## config.mk

```make
export PLATFORM = sky130hd
export DESIGN_NAME = decimal_converter_seq_flat
export DESIGN_NICKNAME = d
export VERILOG_FILES = /design/src/rtl/decimal_converter_seq_pkg.sv /design/src/rtl/decimal_converter_seq_if.sv /design/src/rtl/decimal_converter_seq_digit_adjust.sv /design/src/rtl/decimal_converter_seq.sv /design/src/flat_wrapper.sv
export SDC_FILE = /design/constraint.sdc
export NUM_CORES = 1
export LEC_CHECK = 0
export ABC_AREA = 0
export CORE_ASPECT_RATIO = 1.4
export CORE_MARGIN = 1
export CORE_UTILIZATION = 54
export DETAILED_ROUTE_END_ITERATION = 16
export PLACE_DENSITY_LB_ADDON = 0.15
export SLEW_MARGIN = 10
export SYNTH_ARGS = -nofsm -noshare
export SYNTH_HDL_FRONTEND = slang
export SYNTH_SLANG_ARGS = --single-unit
```

## constraint.sdc

```tcl
create_clock -name clk -period 2 [get_ports clk]
set_input_delay 0.2 -clock clk [delete_from_list [all_inputs] [get_ports clk]]
set_output_delay 0.2 -clock clk [all_outputs]
set_load 0.01 [all_outputs]
```

## src/rtl/decimal_converter_seq_pkg.sv

```systemverilog
// decimal_converter_seq_pkg: shared FSM state type, BCD digit width and clog2 helper.
// Revision 1.0
`default_nettype none

package decimal_converter_seq_pkg;

  localparam int BCD_W = 4;

  typedef enum logic [1:0] {
    ST_IDLE  = 2'd0,
    ST_SHIFT = 2'd1,
    ST_DONE  = 2'd2
  } state_t;

  function automatic int clog2(input int value);
    int r;
    r = 0;
    for (int v = value - 1; v > 0; v = v >> 1) begin
      r = r + 1;
    end
    return r;
  endfunction

endpackage

`default_nettype wire

```

## src/rtl/decimal_converter_seq_if.sv

```systemverilog
// decimal_converter_seq_if: input/output valid-ready streams of the binary-to-BCD converter.
// Revision 1.0
`default_nettype none

interface decimal_converter_seq_if
  import decimal_converter_seq_pkg::*;
#(
  parameter int WIDTH  = 8,
  parameter int DIGITS = 3,
  parameter int NDIG_W = clog2(DIGITS + 1)
);

  logic                      in_valid;
  logic                      in_ready;
  logic [WIDTH-1:0]          in_data;
  logic                      out_valid;
  logic                      out_ready;
  logic [BCD_W*DIGITS-1:0]   out_bcd;
  logic [NDIG_W-1:0]         out_ndigits;
  logic                      out_overflow;

  modport master (
    output in_valid, in_data, out_ready,
    input  in_ready, out_valid, out_bcd, out_ndigits, out_overflow
  );

  modport slave (
    input  in_valid, in_data, out_ready,
    output in_ready, out_valid, out_bcd, out_ndigits, out_overflow
  );

endinterface

`default_nettype wire

```

## src/rtl/decimal_converter_seq_digit_adjust.sv

```systemverilog
// bcd_digit_adjust: one double-dabble correction (add 3 to digits of 5 and above).
// Revision 1.0
`default_nettype none

module bcd_digit_adjust
  import decimal_converter_seq_pkg::*;
(
  input  logic [BCD_W-1:0] din,
  output logic [BCD_W-1:0] dout
);

  assign dout = (din >= BCD_W'(5)) ? din + BCD_W'(3) : din;

endmodule

`default_nettype wire

```

## src/rtl/decimal_converter_seq.sv

```systemverilog
// decimal_converter_seq: iterative shift-add-3 binary to packed BCD converter, one bit per cycle.
// Revision 1.0
`default_nettype none

module decimal_converter_seq
  import decimal_converter_seq_pkg::*;
#(
  parameter int WIDTH  = 8,
  parameter int DIGITS = 3
) (
  input  logic                  clk,
  input  logic                  reset,
  decimal_converter_seq_if.slave bus
);

  localparam int NDIG_W = clog2(DIGITS + 1);
  localparam int ACC_W  = BCD_W * DIGITS;
  localparam int CNT_W  = clog2(WIDTH + 1);

  state_t             r_state;
  state_t             w_state_next;
  logic [WIDTH-1:0]   r_shift;
  logic [ACC_W-1:0]   r_acc;
  logic [CNT_W-1:0]   r_count;
  logic               r_ovf;
  logic [ACC_W-1:0]   r_bcd;
  logic [NDIG_W-1:0]  r_ndigits;
  logic               r_overflow;

  logic [ACC_W-1:0]   w_adj;
  logic [ACC_W-1:0]   w_acc_next;
  logic               w_carry;
  logic               w_last;
  logic               w_accept;
  logic [NDIG_W-1:0]  w_ndigits;

  generate
    for (genvar g = 0; g < DIGITS; g++) begin : g_digit
      bcd_digit_adjust u_adj (
        .din  (r_acc[g*BCD_W +: BCD_W]),
        .dout (w_adj[g*BCD_W +: BCD_W])
      );
    end
  endgenerate

  // The bit leaving the top digit is the lost 10^DIGITS carry.
  assign w_carry    = w_adj[ACC_W-1];
  assign w_acc_next = {w_adj[ACC_W-2:0], r_shift[WIDTH-1]};
  assign w_last     = (r_count == CNT_W'(1));
  assign w_accept   = (r_state == ST_IDLE) && bus.in_valid;

  always_comb begin
    w_ndigits = NDIG_W'(1);
    for (int i = 0; i < DIGITS; i++) begin
      if (w_acc_next[i*BCD_W +: BCD_W] != '0) begin
        w_ndigits = NDIG_W'(i + 1);
      end
    end
  end

  always_comb begin
    w_state_next = r_state;
    case (r_state)
      ST_IDLE:  if (bus.in_valid)  w_state_next = ST_SHIFT;
      ST_SHIFT: if (w_last)        w_state_next = ST_DONE;
      ST_DONE:  if (bus.out_ready) w_state_next = ST_IDLE;
      default:                     w_state_next = ST_IDLE;
    endcase
  end

  always_ff @(posedge clk or posedge reset) begin
    if (reset) begin
      r_state    <= ST_IDLE;
      r_shift    <= '0;
      r_acc      <= '0;
      r_count    <= '0;
      r_ovf      <= 1'b0;
      r_bcd      <= '0;
      r_ndigits  <= NDIG_W'(1);
      r_overflow <= 1'b0;
    end else begin
      r_state <= w_state_next;
      if (w_accept) begin
        r_shift <= bus.in_data;
        r_acc   <= '0;
        r_count <= CNT_W'(WIDTH);
        r_ovf   <= 1'b0;
      end else if (r_state == ST_SHIFT) begin
        r_shift <= r_shift << 1;
        r_acc   <= w_acc_next;
        r_count <= r_count - CNT_W'(1);
        r_ovf   <= r_ovf | w_carry;
        if (w_last) begin
          r_bcd      <= w_acc_next;
          r_ndigits  <= w_ndigits;
          r_overflow <= r_ovf | w_carry;
        end
      end
    end
  end

  assign bus.in_ready     = (r_state == ST_IDLE);
  assign bus.out_valid    = (r_state == ST_DONE);
  assign bus.out_bcd      = r_bcd;
  assign bus.out_ndigits  = r_ndigits;
  assign bus.out_overflow = r_overflow;

endmodule

`default_nettype wire

```

## src/flat_wrapper.sv

```systemverilog
// flat-port wrapper written by rule: the top's interface ports become plain ports
module decimal_converter_seq_flat import decimal_converter_seq_pkg::*;
#(
  parameter int WIDTH  = 8,
  parameter int DIGITS = 3
)
  (clk, reset, bus_in_valid, bus_in_data, bus_out_ready, bus_in_ready, bus_out_valid, bus_out_bcd, bus_out_ndigits, bus_out_overflow);
  decimal_converter_seq_if #(.WIDTH(WIDTH), .DIGITS(DIGITS)) bus_i ();
  input  logic clk;
  input  logic reset;
  input wire logic [$bits(bus_i.in_valid)-1:0] bus_in_valid;
  input wire logic [$bits(bus_i.in_data)-1:0] bus_in_data;
  input wire logic [$bits(bus_i.out_ready)-1:0] bus_out_ready;
  output wire logic [$bits(bus_i.in_ready)-1:0] bus_in_ready;
  output wire logic [$bits(bus_i.out_valid)-1:0] bus_out_valid;
  output wire logic [$bits(bus_i.out_bcd)-1:0] bus_out_bcd;
  output wire logic [$bits(bus_i.out_ndigits)-1:0] bus_out_ndigits;
  output wire logic [$bits(bus_i.out_overflow)-1:0] bus_out_overflow;
  assign bus_i.in_valid = bus_in_valid;
  assign bus_i.in_data = bus_in_data;
  assign bus_i.out_ready = bus_out_ready;
  assign bus_in_ready = bus_i.in_ready;
  assign bus_out_valid = bus_i.out_valid;
  assign bus_out_bcd = bus_i.out_bcd;
  assign bus_out_ndigits = bus_i.out_ndigits;
  assign bus_out_overflow = bus_i.out_overflow;
  decimal_converter_seq #(.WIDTH(WIDTH), .DIGITS(DIGITS)) u_core (.clk(clk), .reset(reset), .bus(bus_i));
endmodule
```

==> results.py, run 1 <==
metrics = {
    "clocking": {
        "cts-root-buf": "clkbuf_8",
        "cts_tree": "yes",
        "cts.path.max_buffers": 2,
        "clk_latency_ns": 0.30,
        "cts.clk_slew.worst_paths_ns": 0.08,
        "post_cts_buffers": 0,
        "clock_sinks": 42,
        "numCtsBuffers": 5,
        "htreeDepth": 2,
        "cts_resized": 0,
        "hold_buffers": 0,
    },
    "routing": {
        "drc": 0,
        "dr.first_iter.drc_count": 30,
        "met3_length_microns": 144,
        "drt-total-wl_microns": 4190,
        "via_per_inst": 5.75,
        "dr.pass1.iters": 4,
        "drt-met1-wl_microns": 1720,
        "top_layer": "met4",
        "wl_per_cell_microns": 14.6,
        "dr_wl_met2_microns": 2230,
        "antenna_left": 0,
        "vias": 1644,
    },
    "floorplanning": {
        "start_util": 0.564,
        "die_y_microns": 74.6,
        "pin_count": 29,
        "coreArea_sq_um": 3610,
        "dieArea_sq_um": 4020,
        "rows": 26,
        "die_x_microns": 53.9,
    },
    "global_route": {
        "grt_pass1_wl_microns": 7080,
        "overflow": 0,
        "grtUsageTotal": 0.246,
        "grt_max_degree": 43,
        "grt_pass1_vias": 1652,
        "grt_antenna_before_repair": 0,
    },
    "synthesis": {
        "syn_inst": 211,
        "ys_ff_latch": 42,
        "yosys.area.top_type": "dfrtp_1",
        "synthArstFlopShare": 1.00,
        "syn_area_sq_um": 2040,
        "seq_area_frac_synth": 0.517,
        "yosysTopAreaCellShare": 0.504,
        "synthesis.nets": 231,
        "syn_area_per_cell_sq_um": 9.65,
        "synthFlopType": "dfrtp_1",
        "synth_warnings": 0,
        "synth_area_leaders": "dfrtp_1 50%, o21ai_0 6.9%, nand2_1 6.8%",
        "synth.distinct_cells": 34,
        "synth_edf_count": 0,
    },
    "final_layout": {
        "design_area_sq_um": 2480,
        "nets": 263,
        "n_fill_cell": 301,
        "diodes": 0,
        "drive_gt1_frac": 0.107,
        "syn2layout_area_growth_pct": 21.8,
        "fin_util": 0.687,
    },
    "setup_path": {
        "r2r_cells": 6,
        "cp.arrival_ns": 1.98,
        "critPathKind": "flip-flop to flip-flop",
        "r2r_start": "u_core.r_acc[0]",
        "cp-start-kind": "flip-flop",
        "crit_path_end_kind": "flip-flop",
        "reg2reg_slack_ns": 0.22,
        "critPathMaxFanout": 5,
        "reg2reg_to": "u_core.r_acc[2]",
        "required_ns": 2.21,
        "crit_start": "u_core.r_acc[0]",
    },
    "pwr": {
        "p_per_area_nw_per_um2": 1700,
        "vdd_drop_max_mv": 1.02,
        "p_leak_nw": 1.12,
    },
    "timing": {
        "slew_headroom": 0.645,
        "period_share": 0.888,
        "worstMarginPinSlew_ns": 0.533,
        "timing.hold.ws_ns": 0.338,
        "fin_setup_tns_ns": 0,
        "hold_viol_final": 0,
        "max_freq_mhz": 563,
        "setup_viol": 0,
        "drv_slew": 0,
        "fin_ws_ns": 0.224,
        "layout_min_cycle_time_ns": 1.78,
        "fin_skew_ns": 0.00852,
        "rsz0062_at_grt": "no",
    },
    "outcome": {
        "status": "finished, final reports clean",
    },
    "placement": {
        "gp_congestion": 0.772,
        "placed_area_sq_um": 2370,
        "dp.final_hpwl_microns": 2980,
        "portBuffers": 28,
        "dp_slack_ns": 0.255,
    },
    "worst_hold_path": {
        "hold_path_class": "input pin to async pin",
    },
    "job": {
        "cap_violations": 0,
    },
}
-- layout make-up --
class | count | area, sq um | area share
timing repair buffer | 34 | 325 | 0.131
inverter | 11 | 41.3 | 0.0166
clock inverter | 3 | 40.0 | 0.0161
multi-input combinational | 149 | 900 | 0.363
clock buffer | 5 | 68.8 | 0.0277
sequential | 42 | 1050 | 0.424
tap | 42 | 52.6 | 0.0212
-- layout by cell type, fill, tap and decap left out, types with 6 or more instances in the layout --
master and count:
a21oi_1 10, a22oi_1 7, buf_4 6, clkdlybuf4s50_1 28
dfrtp_1 41, ha_1 8, inv_1 11, nand2_1 37
nand3_1 14, o21ai_0 28
-- cells in the mapped netlist (2+ instances only) --
library cell and instances:
inv_1 11, ha_1 8, o31ai_1 2, dfrtp_1 41, buf_2 7, nor2_1 5, nand2_1 37, a21oi_1 10
clkbuf_1 2, xnor2_1 4, nor3_1 2, nand3_1 14, mux2_2 3, o21ai_1 2, nand2b_1 5, a22oi_1 7
mux2i_1 2, nor3b_1 5, nor2b_1 2, o21ai_0 28
-- power breakdown --
group | internal, W | switching, W | total (W)
sequential | 0.00124 | 0.000309 | 0.00155
clock | 0.000367 | 0.000290 | 0.000657
combinational | 0.000916 | 0.00109 | 0.00201
-- metal layers --
metal | vias up | GRT usage
li1 | 786 | -
met1 | 804 | 0.266
met2 | 43 | 0.439
met3 | 11 | 0.0586
met4 | 0 | 0.114
met5 | - | 0
-- critical path, stage by stage (launching register included) --
cell and delay [ns]:
dfrtp_1 0.40, inv_1 0.12, ha_1 0.25, nand2b_1 0.10, a21oi_1 0.27, mux2_2 0.38, o21ai_0 0.16
-- how the worst max path moves through the flow --
stage,to,slack (ns),cells after the start
after floorplan,u_core.bus.out_ndigits[1],0.40,7
after global placement,u_core.bus.out_ndigits[1],0.34,7
after detailed placement,u_core.bus.out_ndigits[1],0.26,7
after CTS,u_core.r_acc[2],0.25,6
after global routing,u_core.r_acc[2],0.08,6
final,u_core.r_acc[2],0.22,6
-- logic make-up (layout without fill, tap and decap cells) --
| kind of cell | after synthesis | after routing | share of synthesized area |
|---|---|---|---|
| DFF | 42 | 42 | 0.517 |
| AOI/OAI and AO/OA | 53 | 53 | 0.156 |
| muxes | 5 | 5 | 0.0264 |
| and+or+nand+nor | 78 | 78 | 0.189 |
| adders and majority gates | 8 | 8 | 0.0492 |
| buffers and inverters | 20 | 53 | 0.0412 |
| xor gates and xnor gates | 5 | 5 | 0.0215 |
-- per-stage QoR --
step	power [W]	std cells
3_5_place_dp	0.00356	278
5_1_grt	0.00456	286
3_3_place_gp	0.00343	278
6_report	0.00422	286
2_1_floorplan	0.00285	211
4_1_cts	0.00423	286
-- state kept, by name (all words and copies together) (netlist names) --
signal                   flops
u_core.bus.out_bcd          12
u_core.r_ovf                 1
u_core.r_count               4
u_core.bus.out_ndigits       2
u_core.r_shift               8
u_core.r_acc                12
u_core.bus.out_overflow      1
u_core.r_state               2
Note: power is estimated with default switching activity, not from simulation.
==> run 2: changes to the inputs <==
clock period = 2.3 ns   (was 2 ns; I/O delays follow)
==> run 2 against run 1 <==
Critical path type unchanged. Via count shrank 1.5%. Sequential share of layout area up 0.24 points. Non-clock buffer count fell by 2. Largest power group unchanged. Final cell count down 0.70%. Core utilization shrank 0.38 points. Count of clock-buffer cells in the layout up 1. Critical path depth is the same. Register-to-register slack better by 0.24 ns. Power shrank 13%. Fmax is 3.3% lower. Die area stayed put. Global-route usage grew 0.18 points.
==> results.py, run 2 (synthesis results as in run 1) <==
metrics = {
    "setup_path": {
        "critPathMaxFanout": 25,
        "path_cells": "inv_1 > ha_1 > nor3b_4 > nand2_2 > nor2b_1 > a41oi_2",
        "critPathSlowestCell": "dfrtp_1",
        "cp.arrival_ns": 1.99,
        "crit_path_end_kind": "flip-flop",
        "critPathBufInv": 1,
        "critPathKind": "flip-flop to flip-flop",
        "cp-start-kind": "flip-flop",
        "required_ns": 2.45,
        "max_stage_delay_ns": 0.40,
        "critPathTopFamily": "simple AND/OR/NAND/NOR gates",
    },
    "routing": {
        "dr.pass1.iters": 5,
        "vias": 1620,
        "drc": 0,
        "antenna_left": 0,
        "dr.first_iter.drc_count": 56,
        "via_per_inst": 5.70,
        "drt-total-wl_microns": 4200,
        "wl_per_cell_microns": 14.8,
    },
    "clocking": {
        "hold_buffers": 0,
        "cts.path.max_buffers": 2,
        "htreeDepth": 2,
        "cts_resized": 0,
        "cts_tree": "yes",
        "post_cts_buffers": 0,
        "clock_sinks": 42,
        "cts-root-buf": "clkbuf_8",
        "cts.clk_slew.worst_paths_ns": 0.08,
        "numCtsBuffers": 5,
        "clk_latency_ns": 0.30,
    },
    "timing": {
        "worstMarginPinSlew_ns": 0.525,
        "period_share": 0.799,
        "max_freq_mhz": 544,
        "fin_setup_tns_ns": 0,
        "slew_headroom": 0.650,
        "rsz0062_at_grt": "no",
        "setup_viol": 0,
        "layout_min_cycle_time_ns": 1.84,
        "hold_viol_final": 0,
        "timing.hold.ws_ns": 0.372,
        "drv_slew": 0,
        "fin_skew_ns": 0.00734,
    },
    "pwr": {
        "p_switching_w": 0.00147,
        "seqPwrFrac": 0.370,
        "clock_power_share": 0.158,
        "power.internal_w": 0.00218,
        "p_per_area_nw_per_um2": 1480,
        "combinationalPowerShare": 0.472,
        "swShare": 0.403,
        "vdd_drop_max_mv": 1.04,
        "p_leak_nw": 1.10,
    },
    "floorplanning": {
        "die_x_microns": 53.9,
        "pin_count": 29,
        "dieArea_sq_um": 4020,
        "coreArea_sq_um": 3610,
        "die_y_microns": 74.6,
        "start_util": 0.564,
        "rows": 26,
    },
    "final_layout": {
        "diodes": 0,
        "n_fill_cell": 295,
        "syn2layout_area_growth_pct": 21.1,
        "drive_gt1_frac": 0.0950,
        "mostFrequentLayoutCells": "41 x dfrtp_1, 37 x nand2_1, 28 x o21ai_0, 28 x clkdlybuf4s50_1, 14 x nand3_1",
        "layout.cells.most_common": "dfrtp_1",
        "nets": 261,
        "fin_util": 0.683,
        "final_cells": 284,
    },
    "placement": {
        "portBuffers": 28,
        "dp.final_hpwl_microns": 3130,
        "gp_congestion": 0.773,
        "placed_cells": 276,
    },
    "outcome": {
        "status": "finished, final reports clean",
    },
    "global_route": {
        "grtUsageTotal": 0.248,
        "grt_antenna_before_repair": 0,
        "grt_pass1_wl_microns": 7050,
        "grt_pass1_vias": 1616,
        "grt_max_degree": 43,
        "overflow": 0,
    },
    "job": {
        "cap_violations": 0,
    },
    "worst_hold_path": {
        "hold_path_class": "input pin to async pin",
    },
}
## run 2: cell count changes in the layout (fill, tap and decap cells not counted)
cell / change
clkinvlp_4: +1
clkinv_2: -2
buf_4: -2
clkbuf_1: +1
## run 2: final timing paths
path | from | to | slack (ns) | depth (start not counted)
worst max-delay path | u_core.r_count[1] | u_core.bus.out_ndigits[1] | 0.46 | 6
worst min-delay path | reset | u_core.r_shift[2] | 0.37 | 3
worst max register to register | u_core.r_count[1] | u_core.bus.out_ndigits[1] | 0.46 | 6
worst min register to register | u_core.r_shift[6] | u_core.r_shift[6] | 0.48 | 2
max in group asynchronous | reset | u_core.bus.out_ndigits[0] | 1.55 | 3
min in group clk | u_core.r_shift[6] | u_core.r_shift[6] | 0.48 | 2
## run 2: cell type report
cell class / instances / area [sq um] / share of cell area
clock inverters: 2 / 37.5 / 0.0152
clock buffers: 6 / 72.6 / 0.0294
well taps: 42 / 52.6 / 0.0213
repair buffers: 32 / 310 / 0.126
multi-input cells: 149 / 900 / 0.365
inverters: 11 / 41.3 / 0.0167
flip-flops and latches: 42 / 1050 / 0.427
## run 2: power by group through the flow
stage	registers [W]	logic, W	clock network (W)
floorplan	0.00136	0.00112	0
detailed placement	0.00136	0.00173	0
finish	0.00135	0.00172	0.000578
global route	0.00140	0.00194	0.000619
global placement	0.00134	0.00164	0
CTS	0.00135	0.00174	0.000589
## run 2: worst min-delay path, cell delays in order
cell and delay [ns]:
clkdlybuf4s50_1 0.39, inv_1 0.06, buf_4 0.45
## run 2: per-layer routing
layer,up-vias,GRT usage,routed length [microns]
li1,782,-,-
met1,783,0.264,1660
met2,50,0.461,2310
met3,5,0.0626,179
met4,0,0.0789,55
met5,-,0,0
## run 2: stage by stage
step                worst slack [ns]  power, W  cell area, sq um
floorplan                      0.705   0.00248              2040
global placement               0.609   0.00298              2360
detailed placement             0.476   0.00310              2360
CTS                            0.449   0.00368              2470
global route                   0.283   0.00396              2470
finish                         0.463   0.00366              2470
